<file path="src/rtl/alu_core.sv">
// rtl/alu_core.sv - parametrised ALU execute stage with operand latches and shift-add multiply
// Single-cycle logic/arith/shift ops complete in IDLE; MUL iterates WIDTH edges in MUL state.

module alu_core #(
  parameter int WIDTH = 8
) (
  input  logic             clk,
  input  logic             reset_alu_core,
  input  logic [WIDTH-1:0] dmem_data,
  input  logic [WIDTH-1:0] ir_operand,
  input  logic [1:0]       cu_A,
  input  logic [1:0]       cu_B,
  input  logic [3:0]       opcode,
  input  logic             start,
  output logic             busy,
  output logic             done,
  output logic [WIDTH-1:0] R,
  output logic [WIDTH-1:0] RH,
  output logic             flag_z,
  output logic             flag_n,
  output logic             flag_c,
  output logic             flag_v
);

  localparam int SW = $clog2(WIDTH);

  localparam logic [3:0] OP_ADD = 4'd0;
  localparam logic [3:0] OP_SUB = 4'd1;
  localparam logic [3:0] OP_AND = 4'd2;
  localparam logic [3:0] OP_OR  = 4'd3;
  localparam logic [3:0] OP_XOR = 4'd4;
  localparam logic [3:0] OP_SHL = 4'd5;
  localparam logic [3:0] OP_SHR = 4'd6;
  localparam logic [3:0] OP_MUL = 4'd7;

  typedef enum logic {
    S_IDLE,
    S_MUL
  } state_t;

  state_t             state_q, state_d;
  logic [WIDTH-1:0]   a_q, a_d;
  logic [WIDTH-1:0]   b_q, b_d;
  logic [WIDTH-1:0]   r_q, r_d;
  logic [WIDTH-1:0]   rh_q, rh_d;
  logic               z_q, z_d, n_q, n_d, c_q, c_d, v_q, v_d;
  logic               done_q, done_d;
  logic [2*WIDTH-1:0] mcand_q, mcand_d;
  logic [WIDTH-1:0]   mplier_q, mplier_d;
  logic [2*WIDTH-1:0] acc_q, acc_d;
  logic [SW-1:0]      cnt_q, cnt_d;

  logic [WIDTH-1:0]   op_r;
  logic               op_c, op_v;
  logic [WIDTH:0]     sum, diff;
  logic [WIDTH:0]     shl_ext, shr_ext;
  logic [SW-1:0]      amt;
  logic [2*WIDTH-1:0] mul_acc;

  always_comb begin
    a_d = a_q;
    case (cu_A)
      2'b10:   a_d = dmem_data;
      2'b11:   a_d = ir_operand;
      default: a_d = a_q;
    endcase
    b_d = b_q;
    case (cu_B)
      2'b10:   b_d = dmem_data;
      2'b11:   b_d = ir_operand;
      default: b_d = b_q;
    endcase
  end

  // Extended shifts put the last bit shifted out at a fixed position (0 for amount 0).
  assign amt     = b_q[SW-1:0];
  assign sum     = {1'b0, a_q} + {1'b0, b_q};
  assign diff    = {1'b0, a_q} - {1'b0, b_q};
  assign shl_ext = {1'b0, a_q} << amt;
  assign shr_ext = {a_q, 1'b0} >> amt;
  assign mul_acc = acc_q + (mplier_q[0] ? mcand_q : {2*WIDTH{1'b0}});

  always_comb begin
    op_r = '0;
    op_c = 1'b0;
    op_v = 1'b0;
    case (opcode)
      OP_ADD: begin
        op_r = sum[WIDTH-1:0];
        op_c = sum[WIDTH];
        op_v = (a_q[WIDTH-1] == b_q[WIDTH-1]) && (sum[WIDTH-1] != a_q[WIDTH-1]);
      end
      OP_SUB: begin
        op_r = diff[WIDTH-1:0];
        op_c = diff[WIDTH];
        op_v = (a_q[WIDTH-1] != b_q[WIDTH-1]) && (diff[WIDTH-1] != a_q[WIDTH-1]);
      end
      OP_AND: op_r = a_q & b_q;
      OP_OR:  op_r = a_q | b_q;
      OP_XOR: op_r = a_q ^ b_q;
      OP_SHL: begin
        op_r = shl_ext[WIDTH-1:0];
        op_c = shl_ext[WIDTH];
      end
      OP_SHR: begin
        op_r = shr_ext[WIDTH:1];
        op_c = shr_ext[0];
      end
      default: begin
        op_r = '0;
        op_c = 1'b0;
        op_v = 1'b0;
      end
    endcase
  end

  always_comb begin
    state_d  = state_q;
    r_d      = r_q;
    rh_d     = rh_q;
    z_d      = z_q;
    n_d      = n_q;
    c_d      = c_q;
    v_d      = v_q;
    done_d   = 1'b0;
    mcand_d  = mcand_q;
    mplier_d = mplier_q;
    acc_d    = acc_q;
    cnt_d    = cnt_q;
    case (state_q)
      S_IDLE: begin
        if (start) begin
          if (opcode == OP_MUL) begin
            mcand_d  = {{WIDTH{1'b0}}, a_q};
            mplier_d = b_q;
            acc_d    = '0;
            cnt_d    = '0;
            state_d  = S_MUL;
          end else begin
            r_d    = op_r;
            rh_d   = '0;
            z_d    = (op_r == '0);
            n_d    = op_r[WIDTH-1];
            c_d    = op_c;
            v_d    = op_v;
            done_d = 1'b1;
          end
        end
      end
      S_MUL: begin
        // The final iteration writes the product directly rather than into acc_q.
        if (cnt_q == SW'(WIDTH - 1)) begin
          r_d     = mul_acc[WIDTH-1:0];
          rh_d    = mul_acc[2*WIDTH-1:WIDTH];
          z_d     = (mul_acc[WIDTH-1:0] == '0);
          n_d     = mul_acc[WIDTH-1];
          c_d     = (mul_acc[2*WIDTH-1:WIDTH] != '0);
          v_d     = 1'b0;
          done_d  = 1'b1;
          state_d = S_IDLE;
        end else begin
          acc_d    = mul_acc;
          mcand_d  = mcand_q << 1;
          mplier_d = mplier_q >> 1;
          cnt_d    = cnt_q + SW'(1);
        end
      end
      default: state_d = S_IDLE;
    endcase
  end

  always_ff @(posedge clk or posedge reset_alu_core) begin
    if (reset_alu_core) begin
      state_q  <= S_IDLE;
      a_q      <= '0;
      b_q      <= '0;
      r_q      <= '0;
      rh_q     <= '0;
      z_q      <= 1'b0;
      n_q      <= 1'b0;
      c_q      <= 1'b0;
      v_q      <= 1'b0;
      done_q   <= 1'b0;
      mcand_q  <= '0;
      mplier_q <= '0;
      acc_q    <= '0;
      cnt_q    <= '0;
    end else begin
      state_q  <= state_d;
      a_q      <= a_d;
      b_q      <= b_d;
      r_q      <= r_d;
      rh_q     <= rh_d;
      z_q      <= z_d;
      n_q      <= n_d;
      c_q      <= c_d;
      v_q      <= v_d;
      done_q   <= done_d;
      mcand_q  <= mcand_d;
      mplier_q <= mplier_d;
      acc_q    <= acc_d;
      cnt_q    <= cnt_d;
    end
  end

  assign busy   = (state_q == S_MUL);
  assign done   = done_q;
  assign R      = r_q;
  assign RH     = rh_q;
  assign flag_z = z_q;
  assign flag_n = n_q;
  assign flag_c = c_q;
  assign flag_v = v_q;

endmodule

</file>
<file path="config.mk">
export PLATFORM = sky130hd
export DESIGN_NAME = alu_core
export DESIGN_NICKNAME = d
export VERILOG_FILES = /design/src/rtl/alu_core.sv
export SDC_FILE = /design/constraint.sdc
export NUM_CORES = 1
export LEC_CHECK = 0
export CAP_MARGIN = 20
export CORE_ASPECT_RATIO = 1.1
export CORE_UTILIZATION = 35
export DETAILED_ROUTE_END_ITERATION = 6
export DONT_BUFFER_PORTS = 1
export PLACE_DENSITY = 0.47
export SETUP_SLACK_MARGIN = 0.2
export SLEW_MARGIN = 40
export SYNTH_ARGS = -nofsm -noshare
export SYNTH_HDL_FRONTEND = slang
export SYNTH_SLANG_ARGS = --single-unit
</file>
<file path="constraint.sdc">
create_clock -name clk -period 8.25 [get_ports clk]
set_input_delay 1.65 -clock clk [delete_from_list [all_inputs] [get_ports clk]]
set_output_delay 1.65 -clock clk [all_outputs]
set_load 0.05 [all_outputs]
</file>
==> summary.txt <==
Yosys
  • Async S/R FF share, synth: 100%
  • Seq/Total Area, Yosys: 33.2%
  • Cells after synthesis: 693
  • Syn nets: 765
  • Top_reg_cell synth: dfrtp_1
  • Commonest cells post-synth: dfrtp_1 (80), nor2_1 (70), nand2_1 (66)
  • Synth top area cells: dfrtp_1 (33%), ha_1 (8.7%), mux2i_1 (6.1%)
  • Netlist cell types: 69
  • Cell with the most instances after synthesis: dfrtp_1
  • Post-synth top area cell: dfrtp_1
  • Synth top area share: 33.2%
  • Synth Warn #: 0
  • Synthesis-stage register bit count: 80
  • Post-synth EDFFs: 0
  • Synth Area per Inst: 8.71 µm²
  • Syn Std Cell Area: 6030 µm²

Place
  • Gpl congestion: 0.873
  • Pre-CTS setup slack: 4.79 ns
  • Detailed Place HPWL: 12.2 mm
  • DP Area: 6180 µm²
  • Buffers on Ports: 0

Clocking
  • Post-CTS Setup Bufs: 0
  • Clock transition at the registers of the reported paths: 0.06 ns
  • Worst skew pair latency: 0.34 ns
  • CTS tree: yes
  • Clk buf depth: 2
  • Hold buffer count at CTS: 0
  • Clk sinks: 80
  • CTS root buf: clkbuf_16
  • Num CTS Buffers: 9
  • Htree depth: 3
  • Gates resized, CTS repair: 0

Die
  • Die span in x: 127 µm
  • Starting Density: 36.3%
  • Ports: 49
  • Core area: 16600 µm²
  • Full die area: 17800 µm²
  • Die H: 140 µm
  • # rows: 49

Drt
  • Final wirelength: 16.6 mm
  • DRC: 0
  • Routed Antenna Nets: 0
  • TritonRoute pass-1 iters: 4
  • First DRT Iteration DRCs: 330
  • Via density: 5.56
  • Vias: 4987
  • Routed WL per cell: 18.5 µm

Setup path
  • Kind of critical path: reg2reg
  • Startpoint types: flip-flop
  • Critical R2R Launch: mplier_q[0]
  • Max Fanout on Critical Path: 17
  • Critical path origin: mplier_q[0]
  • Critical Path End Type: flip-flop
  • WP data arrival: 3.60 ns
  • Worst EP required: 8.44 ns
  • Reg2Reg Depth: 10

Global route
  • GRT Max-Usage Layer: met2
  • Met2 Usage GRT: 32.5%
  • Total GRT Usage: 19.6%
  • Vias in the first global route: 4914
  • GRT overflow: 0
  • Met3 GRT Util: 3.15%
  • Initial antenna violation count: 0
  • First-pass GRT wire length: 26.8 mm
  • Largest net degree at the start of global routing: 81
  • Global Route met1 Usage: 24.6%

Hold path
  • HP Class: reg2reg
  • HP Start: mcand_q[10]
  • Hold depth: 2

STA
  • Final setup viols: 0
  • Final worst path period share: 41.3%
  • Setup TNS: 0 ns
  • Setup Skew: 0.00844 ns
  • FMAX: 294 MHz
  • Min Tclk post-route: 3.41 ns
  • Worst relative slew slack: 49.2%
  • RSZ-0062 raised after global routing: no
  • Hold Slack: 0.498 ns
  • Final Hold Vio Count: 0
  • Tightest Pin Transition: 0.762 ns
  • Worst setup margin: 4.84 ns
  • Final Max Tran Viols: 0

Cells and area
  • Cell area after layout: 6450 µm²
  • Antenna diode count: 0
  • Final-stage net count: 736
  • Area grow syn2layout: 6.89%
  • Layout cells sized above 1: 7.78%

Power and ir drop
  • Leakage: 2.84 nW
  • Worst IR Drop VDD: 0.141 mV
  • Power per cell area: 363 nW/µm²

Status
  • Outcome: complete, no violations

Flow run
  • Max-cap viol count: 0
## cells by family after synthesis
group                    count (synthesis)  synth area share, %
AO/OA/AOI/OAI                          195                 20.5
XOR/XNOR                                17                 2.47
adder cells (fa/ha/maj)                 45                 9.71
buffers and inverters                   79                 5.47
flip-flops                              80                 33.2
multiplexers                            49                 10.2
AND/OR/NAND/NOR                        228                 18.4
## worst max-delay path: stages, from the launching register on
cell and delay (ns):
dfrtp_1 0.54, and2_1 0.22, ha_1 0.22, fa_1 0.45, a211oi_2 0.24, o21ai_1 0.17, a2111oi_1 0.55, o31ai_1 0.18
a21oi_1 0.21, xnor2_1 0.26, a41oi_1 0.20
## layout by cell type, fill, tap and decap left out, types with 4 or more instances in the layout
master / Yosys / final
dfrtp_1: 80 / 78
nor2_1: 70 / 69
nand2_1: 66 / 66
a21oi_1: 61 / 61
ha_1: 42 / 42
o21ai_0: 41 / 41
mux2i_1: 37 / 37
inv_1: 29 / 27
nand3_1: 23 / 23
and2_1: 21 / 21
o22ai_1: 15 / 15
xnor2_1: 11 / 11
a21o_1: 11 / 11
a22oi_1: 11 / 11
mux4_2: 10 / 10
clkbuf_16: 0 / 9
nor3_1: 8 / 8
buf_4: 3 / 8
a211oi_1: 7 / 7
xor2_1: 6 / 6
nand4_1: 6 / 6
nand2b_1: 5 / 5
and3_1: 5 / 5
o31ai_1: 4 / 4
a31oi_1: 4 / 4
a221o_1: 4 / 4
o21bai_1: 4 / 4
## sequential cells by signal, summed over array words and instances, names as in the netlist
| signal | flops |
|---|---|
| R | 8 |
| RH | 8 |
| a_q | 8 |
| acc_q | 16 |
| b_q | 8 |
| busy | 1 |
| cnt_q | 3 |
| done | 1 |
| flag_c | 1 |
| flag_v | 1 |
| flag_z | 1 |
| mcand_q | 16 |
| mplier_q | 8 |
## worst paths after layout
kind                       slack (ns)          end
setup / recovery                 4.84       flag_c
hold / removal                   0.50  mcand_q[11]
setup reg to reg                 4.84       flag_c
hold reg to reg                  0.50  mcand_q[11]
max in group asynchronous        6.29         R[7]
min in group asynchronous        1.36       b_q[3]
## cell type report
type / count / area (µm²)
inverters: 30 / 114
clock inverters: 4 / 31.3
clock buffers: 11 / 233
well taps: 229 / 287
fillers: 1676 / 10200
repair buffers: 9 / 71.3
flip-flops and latches: 80 / 2000
multi-input cells: 534 / 3710
## metal layers
layer  up-vias  wire (µm)
li1       2438          -
met1      2392       7320
met3        32        606
met2       125       8050
met5         -          0
met4         0        597
## metrics by stage
stage	power [mW]	instances	utilization, %
CTS	2.36	897	38.8
floorplan	1.68	693	-
finish	2.34	897	38.8
detailed placement	1.98	882	37.2
global route	2.52	897	38.8
global placement	1.96	882	37.2
## report_power, final
part	switching (mW)	leakage [nW]	total [mW]	internal (mW)
Clock	0.164	0.130	0.368	0.204
Sequential	0.239	0.967	0.769	0.531
Combinational	0.729	1.74	1.20	0.475
Total	1.13	2.84	2.34	1.21
Power figures use the tool's default switching activity.
